File: src/rtl/prefix_subtractor_pipe_pkg.sv
// Shared types and constants for the pipelined prefix-tree subtractor.
package prefix_sub_pkg;

  localparam int STAGES = 3;

  typedef logic [STAGES-1:0] stage_valid_t;

  typedef struct packed {
    logic p;
    logic g;
  } pg_t;

  function automatic int levels(input int width);
    return $clog2(width);
  endfunction

endpackage

File: src/rtl/prefix_subtractor_pipe_if.sv
// Operand/result stream interface for prefix_subtractor_pipe.
// Defining PREFIX_SUB_FLAGS_EN adds the zero/negative/overflow result flags.
interface prefix_subtractor_pipe_if #(
  parameter int WIDTH = 16
);

  logic             in_valid;
  logic             in_ready;
  logic [WIDTH-1:0] minuend;
  logic [WIDTH-1:0] subtrahend;
  logic             bin;
  logic             out_valid;
  logic             out_ready;
  logic [WIDTH-1:0] diff;
  logic             bout;

`ifdef PREFIX_SUB_FLAGS_EN
  logic             zero;
  logic             negative;
  logic             overflow;

  modport master (
    output in_valid, minuend, subtrahend, bin, out_ready,
    input  in_ready, out_valid, diff, bout, zero, negative, overflow
  );

  modport slave (
    input  in_valid, minuend, subtrahend, bin, out_ready,
    output in_ready, out_valid, diff, bout, zero, negative, overflow
  );
`else
  modport master (
    output in_valid, minuend, subtrahend, bin, out_ready,
    input  in_ready, out_valid, diff, bout
  );

  modport slave (
    input  in_valid, minuend, subtrahend, bin, out_ready,
    output in_ready, out_valid, diff, bout
  );
`endif

endinterface

File: src/rtl/prefix_subtractor_pipe_pg_combine.sv
// One prefix-tree node: merges a high (p,g) span with the adjacent lower span.
module pg_combine
  import prefix_sub_pkg::*;
(
  input  pg_t hi,
  input  pg_t lo,
  output pg_t o
);

  assign o.p = hi.p & lo.p;
  assign o.g = hi.g | (hi.p & lo.g);

endmodule

File: src/rtl/prefix_subtractor_pipe.sv
// Pipelined prefix-tree subtractor (A - B - bin) with an elastic 3-stage valid/ready pipeline.
// Define PREFIX_SUB_FLAGS_EN to add registered zero/negative/overflow outputs.
module prefix_subtractor_pipe
  import prefix_sub_pkg::*;
#(
  parameter int WIDTH = 16
) (
  input logic                     clk,
  input logic                     rst_n,
  prefix_subtractor_pipe_if.slave bus
);

  localparam int L  = levels(WIDTH);
  localparam int LH = L / 2;
  localparam int LU = L - LH;

  typedef struct packed {
    logic [WIDTH-1:0] a;
    logic [WIDTH-1:0] nb;
    logic [WIDTH-1:0] p;
    logic [WIDTH-1:0] g;
    logic             c0;
  } stage_data_t;

  stage_valid_t     vld;
  stage_valid_t     rdy;
  stage_data_t      s0_d, s0_q, s1_d, s1_q;
  logic [WIDTH-1:0] lo_p, lo_g, hi_p, hi_g;
  logic [WIDTH:0]   carry;
  logic [WIDTH-1:0] diff_d, diff_q;
  logic             bout_d, bout_q;
`ifdef PREFIX_SUB_FLAGS_EN
  logic             zero_d, neg_d, ovf_d;
  logic             zero_q, neg_q, ovf_q;
`endif

  // A stage may load when it is empty or its contents move on this cycle.
  assign rdy[2] = ~vld[2] | bus.out_ready;
  assign rdy[1] = ~vld[1] | rdy[2];
  assign rdy[0] = ~vld[0] | rdy[1];

  // Subtraction is A + ~B + ~bin, so the prefix network sees ~B and carry-in ~bin.
  always_comb begin
    s0_d    = '0;
    s0_d.a  = bus.minuend;
    s0_d.nb = ~bus.subtrahend;
    s0_d.p  = bus.minuend | ~bus.subtrahend;
    s0_d.g  = bus.minuend & ~bus.subtrahend;
    s0_d.c0 = ~bus.bin;
  end

  for (genvar l = 0; l < LH; l++) begin : g_lo
    localparam int SPAN = 1 << l;
    for (genvar i = 0; i < WIDTH; i++) begin : g_node
      pg_t hi_in;
      pg_t res;
      if (l == 0) begin : g_src
        assign hi_in = '{p: s0_q.p[i], g: s0_q.g[i]};
      end else begin : g_src
        assign hi_in = g_lo[l-1].g_node[i].res;
      end
      if (i < SPAN) begin : g_op
        assign res = hi_in;
      end else begin : g_op
        pg_t lo_in;
        if (l == 0) begin : g_lsrc
          assign lo_in = '{p: s0_q.p[i-SPAN], g: s0_q.g[i-SPAN]};
        end else begin : g_lsrc
          assign lo_in = g_lo[l-1].g_node[i-SPAN].res;
        end
        pg_combine u_pg (.hi(hi_in), .lo(lo_in), .o(res));
      end
    end
  end

  for (genvar i = 0; i < WIDTH; i++) begin : g_lo_out
    assign lo_p[i] = g_lo[LH-1].g_node[i].res.p;
    assign lo_g[i] = g_lo[LH-1].g_node[i].res.g;
  end

  assign s1_d = '{a: s0_q.a, nb: s0_q.nb, p: lo_p, g: lo_g, c0: s0_q.c0};

  for (genvar j = 0; j < LU; j++) begin : g_hi
    localparam int SPAN = 1 << (LH + j);
    for (genvar i = 0; i < WIDTH; i++) begin : g_node
      pg_t hi_in;
      pg_t res;
      if (j == 0) begin : g_src
        assign hi_in = '{p: s1_q.p[i], g: s1_q.g[i]};
      end else begin : g_src
        assign hi_in = g_hi[j-1].g_node[i].res;
      end
      if (i < SPAN) begin : g_op
        assign res = hi_in;
      end else begin : g_op
        pg_t lo_in;
        if (j == 0) begin : g_lsrc
          assign lo_in = '{p: s1_q.p[i-SPAN], g: s1_q.g[i-SPAN]};
        end else begin : g_lsrc
          assign lo_in = g_hi[j-1].g_node[i-SPAN].res;
        end
        pg_combine u_pg (.hi(hi_in), .lo(lo_in), .o(res));
      end
    end
  end

  for (genvar i = 0; i < WIDTH; i++) begin : g_hi_out
    assign hi_p[i] = g_hi[LU-1].g_node[i].res.p;
    assign hi_g[i] = g_hi[LU-1].g_node[i].res.g;
  end

  // Group (P,G) over bits [i:0] folds in the carry-in to give the carry into bit i+1.
  always_comb begin
    carry  = {hi_g | (hi_p & {WIDTH{s1_q.c0}}), s1_q.c0};
    diff_d = s1_q.a ^ s1_q.nb ^ carry[WIDTH-1:0];
    bout_d = ~carry[WIDTH];
`ifdef PREFIX_SUB_FLAGS_EN
    zero_d = (diff_d == '0);
    neg_d  = diff_d[WIDTH-1];
    ovf_d  = (s1_q.a[WIDTH-1] == s1_q.nb[WIDTH-1]) && (diff_d[WIDTH-1] != s1_q.a[WIDTH-1]);
`endif
  end

  always_ff @(posedge clk) begin
    if (!rst_n) begin
      vld    <= '0;
      s0_q   <= '0;
      s1_q   <= '0;
      diff_q <= '0;
      bout_q <= 1'b0;
`ifdef PREFIX_SUB_FLAGS_EN
      zero_q <= 1'b0;
      neg_q  <= 1'b0;
      ovf_q  <= 1'b0;
`endif
    end else begin
      if (rdy[0]) vld[0] <= bus.in_valid;
      if (rdy[1]) vld[1] <= vld[0];
      if (rdy[2]) vld[2] <= vld[1];
      // Data only moves with a real beat so undriven operands never propagate.
      if (rdy[0] && bus.in_valid) s0_q <= s0_d;
      if (rdy[1] && vld[0])       s1_q <= s1_d;
      if (rdy[2] && vld[1]) begin
        diff_q <= diff_d;
        bout_q <= bout_d;
`ifdef PREFIX_SUB_FLAGS_EN
        zero_q <= zero_d;
        neg_q  <= neg_d;
        ovf_q  <= ovf_d;
`endif
      end
    end
  end

  assign bus.in_ready  = rdy[0];
  assign bus.out_valid = vld[2];
  assign bus.diff      = diff_q;
  assign bus.bout      = bout_q;
`ifdef PREFIX_SUB_FLAGS_EN
  assign bus.zero      = zero_q;
  assign bus.negative  = neg_q;
  assign bus.overflow  = ovf_q;
`endif

endmodule

File: src/flat_wrapper.sv
// flat-port wrapper written by rule: the top's interface ports become plain ports
module prefix_subtractor_pipe_flat import prefix_sub_pkg::*;
#(
  parameter int WIDTH = 16
)
  (clk, rst_n, bus_in_valid, bus_minuend, bus_subtrahend, bus_bin, bus_out_ready, bus_in_ready, bus_out_valid, bus_diff, bus_bout);
  prefix_subtractor_pipe_if #(.WIDTH(WIDTH)) bus_i ();
  input logic clk;
  input logic rst_n;
  input wire logic [$bits(bus_i.in_valid)-1:0] bus_in_valid;
  input wire logic [$bits(bus_i.minuend)-1:0] bus_minuend;
  input wire logic [$bits(bus_i.subtrahend)-1:0] bus_subtrahend;
  input wire logic [$bits(bus_i.bin)-1:0] bus_bin;
  input wire logic [$bits(bus_i.out_ready)-1:0] bus_out_ready;
  output wire logic [$bits(bus_i.in_ready)-1:0] bus_in_ready;
  output wire logic [$bits(bus_i.out_valid)-1:0] bus_out_valid;
  output wire logic [$bits(bus_i.diff)-1:0] bus_diff;
  output wire logic [$bits(bus_i.bout)-1:0] bus_bout;
  assign bus_i.in_valid = bus_in_valid;
  assign bus_i.minuend = bus_minuend;
  assign bus_i.subtrahend = bus_subtrahend;
  assign bus_i.bin = bus_bin;
  assign bus_i.out_ready = bus_out_ready;
  assign bus_in_ready = bus_i.in_ready;
  assign bus_out_valid = bus_i.out_valid;
  assign bus_diff = bus_i.diff;
  assign bus_bout = bus_i.bout;
  prefix_subtractor_pipe #(.WIDTH(WIDTH)) u_core (.clk(clk), .rst_n(rst_n), .bus(bus_i));
endmodule
File: config.mk
export PLATFORM = sky130hd
export DESIGN_NAME = prefix_subtractor_pipe_flat
export DESIGN_NICKNAME = d
export VERILOG_FILES = /design/src/rtl/prefix_subtractor_pipe_pkg.sv /design/src/rtl/prefix_subtractor_pipe_if.sv /design/src/rtl/prefix_subtractor_pipe_pg_combine.sv /design/src/rtl/prefix_subtractor_pipe.sv /design/src/flat_wrapper.sv
export SDC_FILE = /design/constraint.sdc
export NUM_CORES = 1
export LEC_CHECK = 0
export ABC_AREA = 1
export CAP_MARGIN = 10
export CELL_PAD_IN_SITES_DETAIL_PLACEMENT = 0
export CELL_PAD_IN_SITES_GLOBAL_PLACEMENT = 1
export CORE_UTILIZATION = 41
export CTS_BUF_LIST = sky130_fd_sc_hd__clkbuf_8 sky130_fd_sc_hd__clkbuf_16
export DETAILED_ROUTE_END_ITERATION = 8
export GPL_TIMING_DRIVEN = 0
export PLACE_DENSITY_LB_ADDON = 0.1
export SYNTH_ARGS = -nofsm -noshare
export SYNTH_HDL_FRONTEND = slang
export SYNTH_HIERARCHICAL = 1
export SYNTH_SLANG_ARGS = --single-unit
export TNS_END_PERCENT = 5
File: constraint.sdc
create_clock -name clk -period 1.8 [get_ports clk]
set_input_delay 0.36 -clock clk [delete_from_list [all_inputs] [get_ports clk]]
set_output_delay 0.36 -clock clk [all_outputs]
set_load 0.1 [all_outputs]
==> impl_results.md <==
* Initial Utilization at about two fifths
* Comb pwr share at approximately 15%
* Vias in the first global route at 6190
* First-pass GRT wire length at about 33000 um
* Final non-filler cell total at 1557
* Fraction of registers with async set/reset at 0%
* TritonCTS clock tree: done
* Largest net degree at the start of global routing at 20
* Status: complete, no violations
* Die Area at about 0.019 mm2
* Via Count at between 6000 and 7000
* Max Slew Vio Count at 0
* WS Path Type: reg -> out
* Register area at roughly 0.0030 mm2
* Final hold vios at 0
* Die Wd at roughly 140 um
* Post-DP HPWL at approximately 17000 um
* Final setup vio count at 0
* Synth warn at 6
* Sw frac at between 20 and 30%
* Yosys top cell area share at about two fifths
* Post-synth top cells: 358 x nand2_1, 243 x nor2_1, 210 x inv_1, 150 x dfxtp_1, 81 x nand3_1
* Setup slack, reg-to-reg at roughly 180 ps
* Share of cells above drive strength 1 at slightly above 8%
* Antenna Nets Post-Route at 0
* Tmin final at 1740 ps
* Hold Path Cell Cnt at 4
* Wire length per cell at approximately 14 um
* EDFF count, synth at 0
* Final net count at between 1000 and 1500
* Fill cells at ~2000
* Cts bufs inserted at 17
* Worst Hold Class: in -> reg
* Clk slew on worst S/H paths at about 60 ps
* Clock power share at between 40% and 50%
* Sequential Power Share at between 40% and 50%
* RSZ-0062 raised after global routing: false
* Average size of a mapped cell at 6.04 um2
* Fmax at 0.573 GHz
* Period utilization at 96.9%
* Reg2reg end: u_core/g_lo[0].g_node[11].hi_in[1]$_SDFFE_PN0P_
* # DRC at 0
* R2r startpoint: u_core/vld[2]$_SDFFE_PN0P_
* Area growth syn-to-layout at 19.4%
* Max Cap Violations at 0
* Worst skew pair latency at about 430 ps
* Total Power at between 8 and 9 mW
* Seq cells post-synth at 150
* Post-synth top area cell: dfxtp_1
* Area contributors post-synth: dfxtp_1 40%, nand2_1 18%, nor2_1 12%
* Dpl cell area at roughly 0.0083 mm2
* Clock Sinks at 150
* Grt met3 use at 4.12%
* Slew HR at 63.6%
* Cts hold-fix bufs at 0
* Worst Reg-to-Reg Cells at 6
* CP Max Fanout at 19
* IO buf count at 54
* Routed wire length at around 21000 um
* WHS at 390 ps
* Design area at 0.00896 mm2
* Primary FF master, synth: dfxtp_1
* Netlist Area Pre-Place at about 0.0075 mm2
* Worst-case vdd ir drop at 0.656 mV
* Multi-input gate area at about 0.0034 mm2
* Grt total ovfl at 0
* Placed Cells incl. Taps at about 1500
* Leak at 4.63 nW
* Initial antenna violation count at 0
* CP Data Required Time at ~1400 ps
* I/O pin count at 56
* Row count at a little under 50
* Most numerous cell in the Yosys netlist: nand2_1
* Placer Congestion at ~0.90
* Die Height at between 100 and 150 um
* Net Sw Power at around 2.5 mW
* CP startpoint kind: flip-flop
* Syn_nets at between 1000 and 1500
* Total Routing Usage GR at 23.8%
* Mapped Cells at about 1200
* First-pass DRT Iterations at 5
* DR iter-0 viols at about 360
* Busiest grt layer: met2
* H-tree levels at 4
* Worst path arrival time at roughly 1400 ps
* N_diodes at 0
* GR Layer Usage met1 at between 30% and 40%
* Seq/Total Area, Yosys at roughly two fifths
* Tightest Pin Transition at 549 ps
* Crit. End Element: primary output
* Root Driver: clkbuf_16
* Worst Skew at about 11 ps
* Routing usage on met2 at 37.5%
* Clock Tree Buf Depth at 2
* PwrDens at around 950 mW/mm2
* Internal power at around 6 mW
* Core area at about 0.018 mm2
* HP Start: bus_out_ready
* Yosys cell types at 18
* Via density per instance at 4.48
* Min-Delay Endpoint: u_core/vld[2]$_SDFFE_PN0P_
[per-stage QoR]
step | util, % | TNS [ps] | setup WS [ps]
CTS | 49.8 | 0 | 23.3
global route | 49.9 | 0 | 16.1
finish | 49.9 | 0 | 55.3
global placement | 46.4 | -26870 | -1260
detailed placement | 46.4 | -27640 | -1270
floorplan | - | 0 | 78.9
[worst max-delay path, stage by stage (launching register included)]
cell     delay (ps)
dfxtp_4         370
nand4_1         180
buf_6           230
buf_12          170
[worst max path at each step]
stage | start | endpoint | slack [ps]
global placement | bus_out_ready | bus_in_ready | -1260
detailed placement | bus_out_ready | bus_in_ready | -1270
floorplan | u_core/vld[2]$_SDFFE_PN0P_ | u_core/s0_q[37]$_SDFFE_PN0P_ | 80
CTS | u_core/vld[2]$_SDFFE_PN0P_ | bus_in_ready | 20
global route | u_core/vld[2]$_SDFFE_PN0P_ | bus_in_ready | 20
finish | u_core/vld[2]$_SDFFE_PN0P_ | bus_in_ready | 60
[final cells by class]
cell class	count	area share (%)
inverter	212	8.88
timing repair buffer	55	6.46
multi-input combinational	821	37.7
tap	229	3.20
clock buffer	17	4.75
sequential	150	33.6
clock inverter	15	1.76
buffer	58	3.64
[placed cells by master (no fill, tap or decap), types with 16 or more instances in the layout]
cell type / netlist / layout
nand3_1: 81 / 81
nor2_1: 243 / 243
inv_1: 210 / 209
clkdlybuf4s15_2: 0 / 18
a21oi_1: 55 / 55
o21ai_1: 40 / 40
nand2_1: 358 / 358
or2_2: 16 / 16
o21ai_0: 26 / 26
clkdlybuf4s50_1: 0 / 34
dfxtp_1: 150 / 148
clkbuf_16: 0 / 17
buf_2: 22 / 20
[registers in the layout (all words and copies together) (netlist names)]
| name | count |
|---|---|
| u_core/bus.bout | 1 |
| u_core/bus.diff | 16 |
| u_core/carry | 1 |
| u_core/g_hi.g_node.g_op.lo_in | 8 |
| u_core/g_hi.g_node.hi_in | 24 |
| u_core/g_lo.g_node.g_op.lo_in | 2 |
| u_core/g_lo.g_node.hi_in | 30 |
| u_core/s0_q | 33 |
| u_core/s1_q | 32 |
| u_core/vld | 3 |
[per-layer routing]
metal  up-vias  wire, um
li1       3852         -
met1      2987     10800
met2       122      9450
met3        18       640
met4         0       416
met5         -         0
[power by group through the flow]
stage                     Sequential, mW  Clock [mW]  Combinational, mW
after global placement              3.79           0               1.25
after detailed placement            3.80           0               1.26
after global routing                3.75        3.74               1.41
after CTS                           3.72        3.59               1.26
final                               3.72        3.51               1.25
after floorplan                     3.89           0              0.742
[what timing repair did]
item                       in CTS  in global routing
setup endpoints to repair      19                  2
pin swaps                       0                  1
gates resized for setup        67                  4
setup buffers                   0                  1
[kinds of logic (layout without fill, tap and decap cells)]
logic type      after synthesis  in the layout  share of synthesized area (%)
flops                       150            150                           40.0
compound gates              122            122                           8.19
buf+inv                     271            357                           14.9
simple gates                699            699                           36.9
Note: power is estimated with default switching activity, not from simulation.
